==> src/rtl/instr_streamer.sv <==
// instr_streamer: buffered instruction source for the core's instr_in/enable port.
// A program is loaded over a valid/ready port. On start it is issued one word
// per clock, held off by stall, and followed by DRAIN_CYCLES NOPs that flush
// the pipeline. After that, done pulses for one cycle.
// Optional feature: define INSTR_STREAMER_HAZARD_NOP_EN to insert one NOP after
// a lw whose destination register is read by the next buffered word.
module instr_streamer #(
    parameter int DEPTH        = 16,
    parameter int ADDR_W       = 4,
    parameter int DRAIN_CYCLES = 5
) (
    input  logic              clk,
    input  logic              rst_n,
    input  logic              load_valid,
    input  logic [31:0]       load_data,
    output logic              load_ready,
    input  logic              clear,
    input  logic              start,
    input  logic              stall,
    output logic [31:0]       instr_out,
    output logic              enable,
    output logic              busy,
    output logic              done,
    output logic [ADDR_W:0]   count
);

    localparam int DRN_W = (DRAIN_CYCLES < 2) ? 1 : $clog2(DRAIN_CYCLES);

    typedef enum logic [1:0] {IDLE, RUN, DRAIN, DONE} state_t;

    state_t            state;
    logic [31:0]       mem [DEPTH];
    logic [ADDR_W:0]   rd;
    logic [DRN_W-1:0]  drn;
    logic [31:0]       rd_word;
    logic              last_word;
    logic              load_fire;
    logic              start_ok;

    assign rd_word   = mem[rd[ADDR_W-1:0]];
    assign last_word = (rd == count - (ADDR_W+1)'(1));
    assign start_ok  = start && (count != '0);

    // A pending start takes the cycle, so the load port backs off while start is high.
    assign load_ready = (state == IDLE) && (count < (ADDR_W+1)'(DEPTH)) && !start;
    assign load_fire  = load_valid && load_ready && !clear;

    // Program buffer write; contents survive reset and clear, only count is reset.
    always_ff @(posedge clk) begin
        if (load_fire)
            mem[count[ADDR_W-1:0]] <= load_data;
    end

`ifdef INSTR_STREAMER_HAZARD_NOP_EN
    logic              nop_pend;
    logic              hazard;
    logic [ADDR_W-1:0] nxt_idx;
    logic [5:0]        nxt_op;
    logic [4:0]        nxt_rs;
    logic [4:0]        nxt_rt;
    logic [4:0]        lw_rt;

    assign nxt_idx = rd[ADDR_W-1:0] + ADDR_W'(1);
    assign {nxt_op, nxt_rs, nxt_rt} = mem[nxt_idx][31:16];
    assign lw_rt = rd_word[20:16];

    // Load-use check: the word being issued is a lw and the following word reads its rt.
    always_comb begin
        hazard = 1'b0;
        if ((rd_word[31:26] == 6'b100011) && (lw_rt != 5'd0) && !last_word) begin
            if (nxt_rs == lw_rt)
                hazard = 1'b1;
            else if (((nxt_op == 6'b000000) || (nxt_op == 6'b101011)) && (nxt_rt == lw_rt))
                hazard = 1'b1;
        end
    end

    // One-shot NOP request raised by a hazardous lw issue, consumed by the next unstalled cycle.
    always_ff @(posedge clk or negedge rst_n) begin
        if (!rst_n)
            nop_pend <= 1'b0;
        else if (state == RUN && !stall)
            nop_pend <= !nop_pend && hazard;
        else if (state != RUN)
            nop_pend <= 1'b0;
    end
`else
    logic nop_pend;
    assign nop_pend = 1'b0;
`endif

    // Main control FSM with registered issue outputs.
    always_ff @(posedge clk or negedge rst_n) begin
        if (!rst_n) begin
            state     <= IDLE;
            count     <= '0;
            rd        <= '0;
            drn       <= '0;
            instr_out <= 32'h0;
            enable    <= 1'b0;
            busy      <= 1'b0;
            done      <= 1'b0;
        end else begin
            done <= 1'b0;
            busy <= (state == RUN) || (state == DRAIN);
            case (state)
                IDLE: begin
                    enable <= 1'b0;
                    if (start_ok) begin
                        state <= RUN;
                        rd    <= '0;
                        drn   <= '0;
                    end else if (clear) begin
                        count <= '0;
                    end else if (load_fire) begin
                        count <= count + (ADDR_W+1)'(1);
                    end
                end
                RUN: begin
                    if (stall) begin
                        enable <= 1'b0;
                    end else if (nop_pend) begin
                        instr_out <= 32'h0;
                        enable    <= 1'b1;
                    end else begin
                        instr_out <= rd_word;
                        enable    <= 1'b1;
                        rd        <= rd + (ADDR_W+1)'(1);
                        if (last_word) begin
                            state <= DRAIN;
                            drn   <= '0;
                        end
                    end
                end
                DRAIN: begin
                    if (stall) begin
                        enable <= 1'b0;
                    end else begin
                        instr_out <= 32'h0;
                        enable    <= 1'b1;
                        drn       <= drn + DRN_W'(1);
                        if (drn == DRN_W'(DRAIN_CYCLES - 1))
                            state <= DONE;
                    end
                end
                DONE: begin
                    enable <= 1'b0;
                    done   <= 1'b1;
                    rd     <= '0;
                    state  <= IDLE;
                end
                default: begin
                    enable <= 1'b0;
                    state  <= IDLE;
                end
            endcase
        end
    end

endmodule
==> config.mk <==
export PLATFORM = sky130hd
export DESIGN_NAME = instr_streamer
export DESIGN_NICKNAME = d
export VERILOG_FILES = /design/src/rtl/instr_streamer.sv
export SDC_FILE = /design/constraint.sdc
export NUM_CORES = 1
export LEC_CHECK = 0
export CAP_MARGIN = 20
export CORE_ASPECT_RATIO = 1.2
export CORE_MARGIN = 1.5
export CORE_UTILIZATION = 55
export DETAILED_ROUTE_END_ITERATION = 12
export HOLD_SLACK_MARGIN = 0.06
export PLACE_DENSITY = 0.71
export SYNTH_ARGS = -nofsm -noshare
export SYNTH_HDL_FRONTEND = slang
export SYNTH_SLANG_ARGS = --single-unit
==> constraint.sdc <==
create_clock -name clk -period 3.6 [get_ports clk]
set_clock_uncertainty 0.15 [all_clocks]
set_input_delay 0.54 -clock clk [delete_from_list [all_inputs] [get_ports clk]]
set_output_delay 0.54 -clock clk [all_outputs]
set_load 0.005 [all_outputs]
Word level (Yosys, flattened, before mapping)
Memories as Yosys holds them, arrays and structs flattened.
Index checks and enable logic that the tools add are counted.
{ "classes": {"n_bitwise": 1, "addsub": 4, "n_reduce_logical": 21, "n_eq_ne": 10, "muxes": 24, "order_cmp": 1} }
{ "ops": {"columns": ["cell", "count"], "rows": [
  ["$mux W32", 2],
  ["$pmux W32 S2", 1],
  ["$mux W5", 4],
  ["$pmux W5 S3", 1],
  ["$mux W3", 4],
  ["$add A5 B1 Y5 const B", 2],
  ["$mux W2", 5],
  ["$reduce_and A5 Y1", 2],
  ["$pmux W3 S3", 1],
  ["$reduce_and A3 Y1", 3],
  ["$ne A2 B2 Y1 const B", 4],
  ["$pmux W2 S4", 1],
  ["$reduce_bool A3 Y1", 2],
  ["$eq A5 B5 Y1", 1],
  ["$logic_and A1 B1 Y1", 5],
  ["$lt A5 B5 Y1 const B", 1],
  ["$reduce_bool A5 Y1", 1],
  ["$sub A5 B1 Y5 const B", 1],
  ["$eq A2 B2 Y1 const B", 2],
  ["$mux W1", 4],
  ["$reduce_bool A2 Y1", 2],
  ["$reduce_or A2 Y1", 2],
  ["$add A3 B1 Y3 const B", 1],
  ["$eq A3 B3 Y1 const B", 1],
  ["7 further kinds", 8]
]} }
{ "word_totals": {"wordCells": 70, "register_bits": 50, "ramBits": 512, "memories": 1} }
{ "mem_list": {"columns": ["memory", "words", "width", "rd", "rd_clocked_by_memory_dff", "wr", "line_no", "text"], "rows": [
  ["mem", 16, 32, 1, 0, 1, "32", "logic [31:0] mem [DEPTH];"]
]} }

Logic depth before layout (Yosys ltp)
{ "logic_depth": {"ltp_word": 7, "mapped_depth": 8, "mapped_depth_nobuf": 7} }

Worst setup path after synthesis
No wires, ideal clock.
{ "synth_timing": {"kind": "flip-flop to flip-flop", "start": "register state[0]", "end": "memory mem[10][0] (enable)", "setup_slack_ns": 0.806, "stages_incl_launch_ff": 7, "period_less_slack_ns": 2.794, "arrival_ns": 2.252, "path_buffers": 1, "cell_sequence": "dfrtp_1 inv_1 ha_1 nand4bb_1 clkbuf_1 nor4b_1 and2_1"} }
{ "synth_via": {"elab_chain_len": 7} }
{ "synth_rtl": {"columns": ["element", "line_no", "text"], "rows": [
  ["from (decl)", "31", "state_t state;"],
  ["from (signal assigned)", "95", "state <= IDLE;"],
  ["from (signal assigned)", "110", "state <= RUN;"],
  ["from (signal assigned)", "130", "state <= DRAIN;"],
  ["$logic_not A2 Y1", "45", "assign load_ready = (state == IDLE) && (count < (ADDR_W+1)'(DEPTH)) && !start;"],
  ["$logic_and A1 B1 Y1 (2 in a row)", "45", null],
  ["$logic_and A1 B1 Y1 (2 in a row)", "46", "assign load_fire = load_valid && load_ready && !clear;"],
  ["$mux W1", "50", "if (load_fire)"],
  ["$mux W1 (implied by the code)", "51", "mem[count[ADDR_W-1:0]] <= load_data;"],
  ["to (decl)", "32", null]
]} }
Every way passes these cells.

Worst setup path after layout
{ "layout_timing": {"start": "register state[1]", "end": "memory mem[5][19] (enable)"} }
The elaborated chain is that of the path after synthesis.

==> out/summary.txt <==
worst reg2reg endpoint - mem[5][19]
setup total negative slack - 0 ns
clock sinks - 562
CP endpoint kind - register
worst path arrival time - 2.91 ns
I/O pins - 79
Die Y - 219.6 um
minimum clock period - 2.817 ns
Int Pwr - 0.01290 W
CP cell instances - inv_1 > ha_1 > nand4bb_1 > nor2_1 > buf_4 > nand2_1 > nor2_1 > and2_2 > buf_4
Ys Warns - 0
combinational power share - 21.5%
most frequent cell after synthesis - edfxtp_1
FMAX - 355.0 MHz
maximum vdd drop - 0.0004483 V
WHS - 0.3328 ns
fill count - 2,477
Startpoint Class - register
outcome - finished, final reports clean
R2R setup slack - 0.78 ns
hold-critical path endpoint - instr_out[22]
port bufs - 78
worst slew pin tran - 0.9182 ns
initial core utilization - 55.62%
Reg clk slew, reported paths - 0.06 ns
final worst-path cycle share - 78.24%
max-slew violations - 0
global-route wire length before repair - 68.00 mm
switching share of total power - 25.36%
Final Net Count - 1,168
max incr delay on CP - 0.42 ns
clock tree buffer depth - 3
Worst Path Required - 3.69 ns
most common flop cell mapped by yosys - edfxtp_1
Sequential Power Share - 44.0%
syn_nets - 1,046
Async SR Flop Fraction - 8.897%
H-tree depth - 2
Post-Syn Area - 0.02150 mm^2
antenna-violating nets left - 0
Avg Inst Size Synth - 21.60 um^2
Die Area - 0.04028 mm^2
Crit-path slowest cell - dfrtp_1
Synth top cells by count - 512 x edfxtp_1, 128 x mux4_2, 50 x dfrtp_1, 41 x nand2_1, 34 x clkbuf_1
synth-to-layout area growth - 17.19%
Hold Vio Cnt, Final - 0
power density cells - 686.2 mW/mm^2
RD Place Congestion - 0.7672
sequential area share after synthesis - 77.35%
Worst Hold Class - register to register
DIE WIDTH - 183.5 um
Diodes inserted - 0
CTS resizes - 0
Worst Hold Depth - 2
CTS buffer count - 52
layout cell share with drive strength beyond 1 - 24.83%
FP Rows - 79
initial antenna violation count - 0
post-CTS setup buffer count - 0
hold_sp - instr_out[22]
Synth cell types - 51
NetSw - 0.004383 W
CP bufs+invs - 3
number of global-route vias before repair - 10,680
Residual DRC - 0
MaxCap Viol Count - 0
via count - 10,420
Leak - 8.181 nW
RR Startpoint - state[1]
critical path's top delay family - simple AND/OR/NAND/NOR gates
Root Driver - clkbuf_16
endpoints failing setup - 0
Post-synth EDFFs - 512
top cell type by total area after synthesis - edfxtp_1
Worst slew margin - 38.79%
CTS tree - built
via/cell ratio - 6.179
total grt overflow - 0
hpwl dp - 25.57 mm
Critical Path Fanout Max - 20
post-synth top area share - 71.53%
core region area - 0.03865 mm^2
Post-Syn Instances - 995
Clock power frac - 34.5%
WL per Instance - 26.96 um
Initial DRC Count - 1,105
Total GRT Usage - 23.42%
worst skew pair latency - 0.59 ns
DRT Wirelength - 45.45 mm
largest net degree at the start of global routing - 46
Setup CP Type - register to register
Synth area leaders - edfxtp_1 72%, mux4_2 13%, dfrtp_1 5.8%
unrepaired setup endpoints after global routing - no
CP Depth - 9
1st-pass router iterations - 5
Synth Register Bits - 562
reg2reg path depth - 9
## state kept, by name (all words and copies together) (netlist names), 2 cells and up
signal     flops
instr_out     32
state          2
drn            3
mem          512
count          5
rd             5
## worst min-delay path, cell delays in order (launching register included)
cell and delay [ns]:
dfrtp_1 0.34, nand2_1 0.05, o21ai_1 0.06
## layout by cell type (no fill, tap or decap), types with 8 or more instances in the layout
cell type,synthesis,final
a221oi_1,32,32
a22o_1,33,33
and2_2,0,12
buf_12,0,19
buf_4,2,28
bufinv_16,0,12
clkbuf_16,0,54
clkdlybuf4s50_1,0,77
clkinv_2,0,10
clkinvlp_4,0,8
dfrtp_1,50,48
edfxtp_1,512,512
ha_1,13,13
inv_1,8,8
mux4_2,128,128
nand2_1,41,41
nor2_1,11,10
o21ai_1,32,32
## logic make-up after synthesis
| logic type | Yosys count | share of synthesized area [%] |
|---|---|---|
| AO/OA/AOI/OAI | 118 | 4.168 |
| XOR/XNOR | 11 | 0.4482 |
| AND/OR/NAND/NOR | 94 | 2.253 |
| multiplexers | 131 | 13.57 |
| flip-flops | 562 | 77.35 |
| adder cells (fa/ha/maj) | 13 | 0.7567 |
| buffers and inverters | 66 | 1.455 |
## power groups by stage
stage / logic [W] / registers [W] / clock network [W]
2_1_floorplan: 0.00243 / 0.00764 / 0
5_1_grt: 0.00401 / 0.00764 / 0.00629
3_3_place_gp: 0.00371 / 0.00774 / 0
4_1_cts: 0.00378 / 0.00761 / 0.00604
6_report: 0.00371 / 0.00761 / 0.00597
3_5_place_dp: 0.00375 / 0.00774 / 0
## metrics by stage
stage               area, um^2  setup slack [ns]  total power, W  cells  utilization (%)
finish                   25190            0.7833         0.01729   1686            65.18
global route             25190            0.6019         0.01794   1686            65.18
CTS                      25190            0.7676         0.01744   1686            65.18
detailed placement       23300            0.5470         0.01149   1588            60.28
global placement         23300            0.5973         0.01144   1588            60.28
floorplan                21500            0.8059         0.01007    995                -
## final cells by class
class | instances | area (um^2) | area share [%]
sequential | 562 | 16630 | 66.03
timing repair buffer | 126 | 1376 | 5.463
clock inverter | 37 | 509.2 | 2.021
tap | 526 | 658.1 | 2.612
clock buffer | 60 | 1374 | 5.453
multi-input combinational | 367 | 4611 | 18.30
inverter | 8 | 30.03 | 0.1192
## worst max-delay path by stage
stage / startpoint / end
global route: state[0] / mem[5][19]
detailed placement: start / mem[4][26]
global placement: start / mem[4][27]
CTS: state[1] / load_ready
finish: state[1] / mem[5][19]
floorplan: state[0] / mem[10][0]
## what timing repair did
item	4_1_cts	5_1_grt
hold buffers	1	0
endpoints found under the hold margin	29	0
setup endpoints to repair	0	0
## per-layer routing
metal  up-vias  GRT usage, %  part of all wire [%]
li1       4396             -                     -
met1      5550         31.75                    40
met2       401         39.80                    52
met3        71         3.471                   6.1
met4         0         7.131                   2.6
met5         -             0                     0
Note: power is estimated with default switching activity, not from simulation.
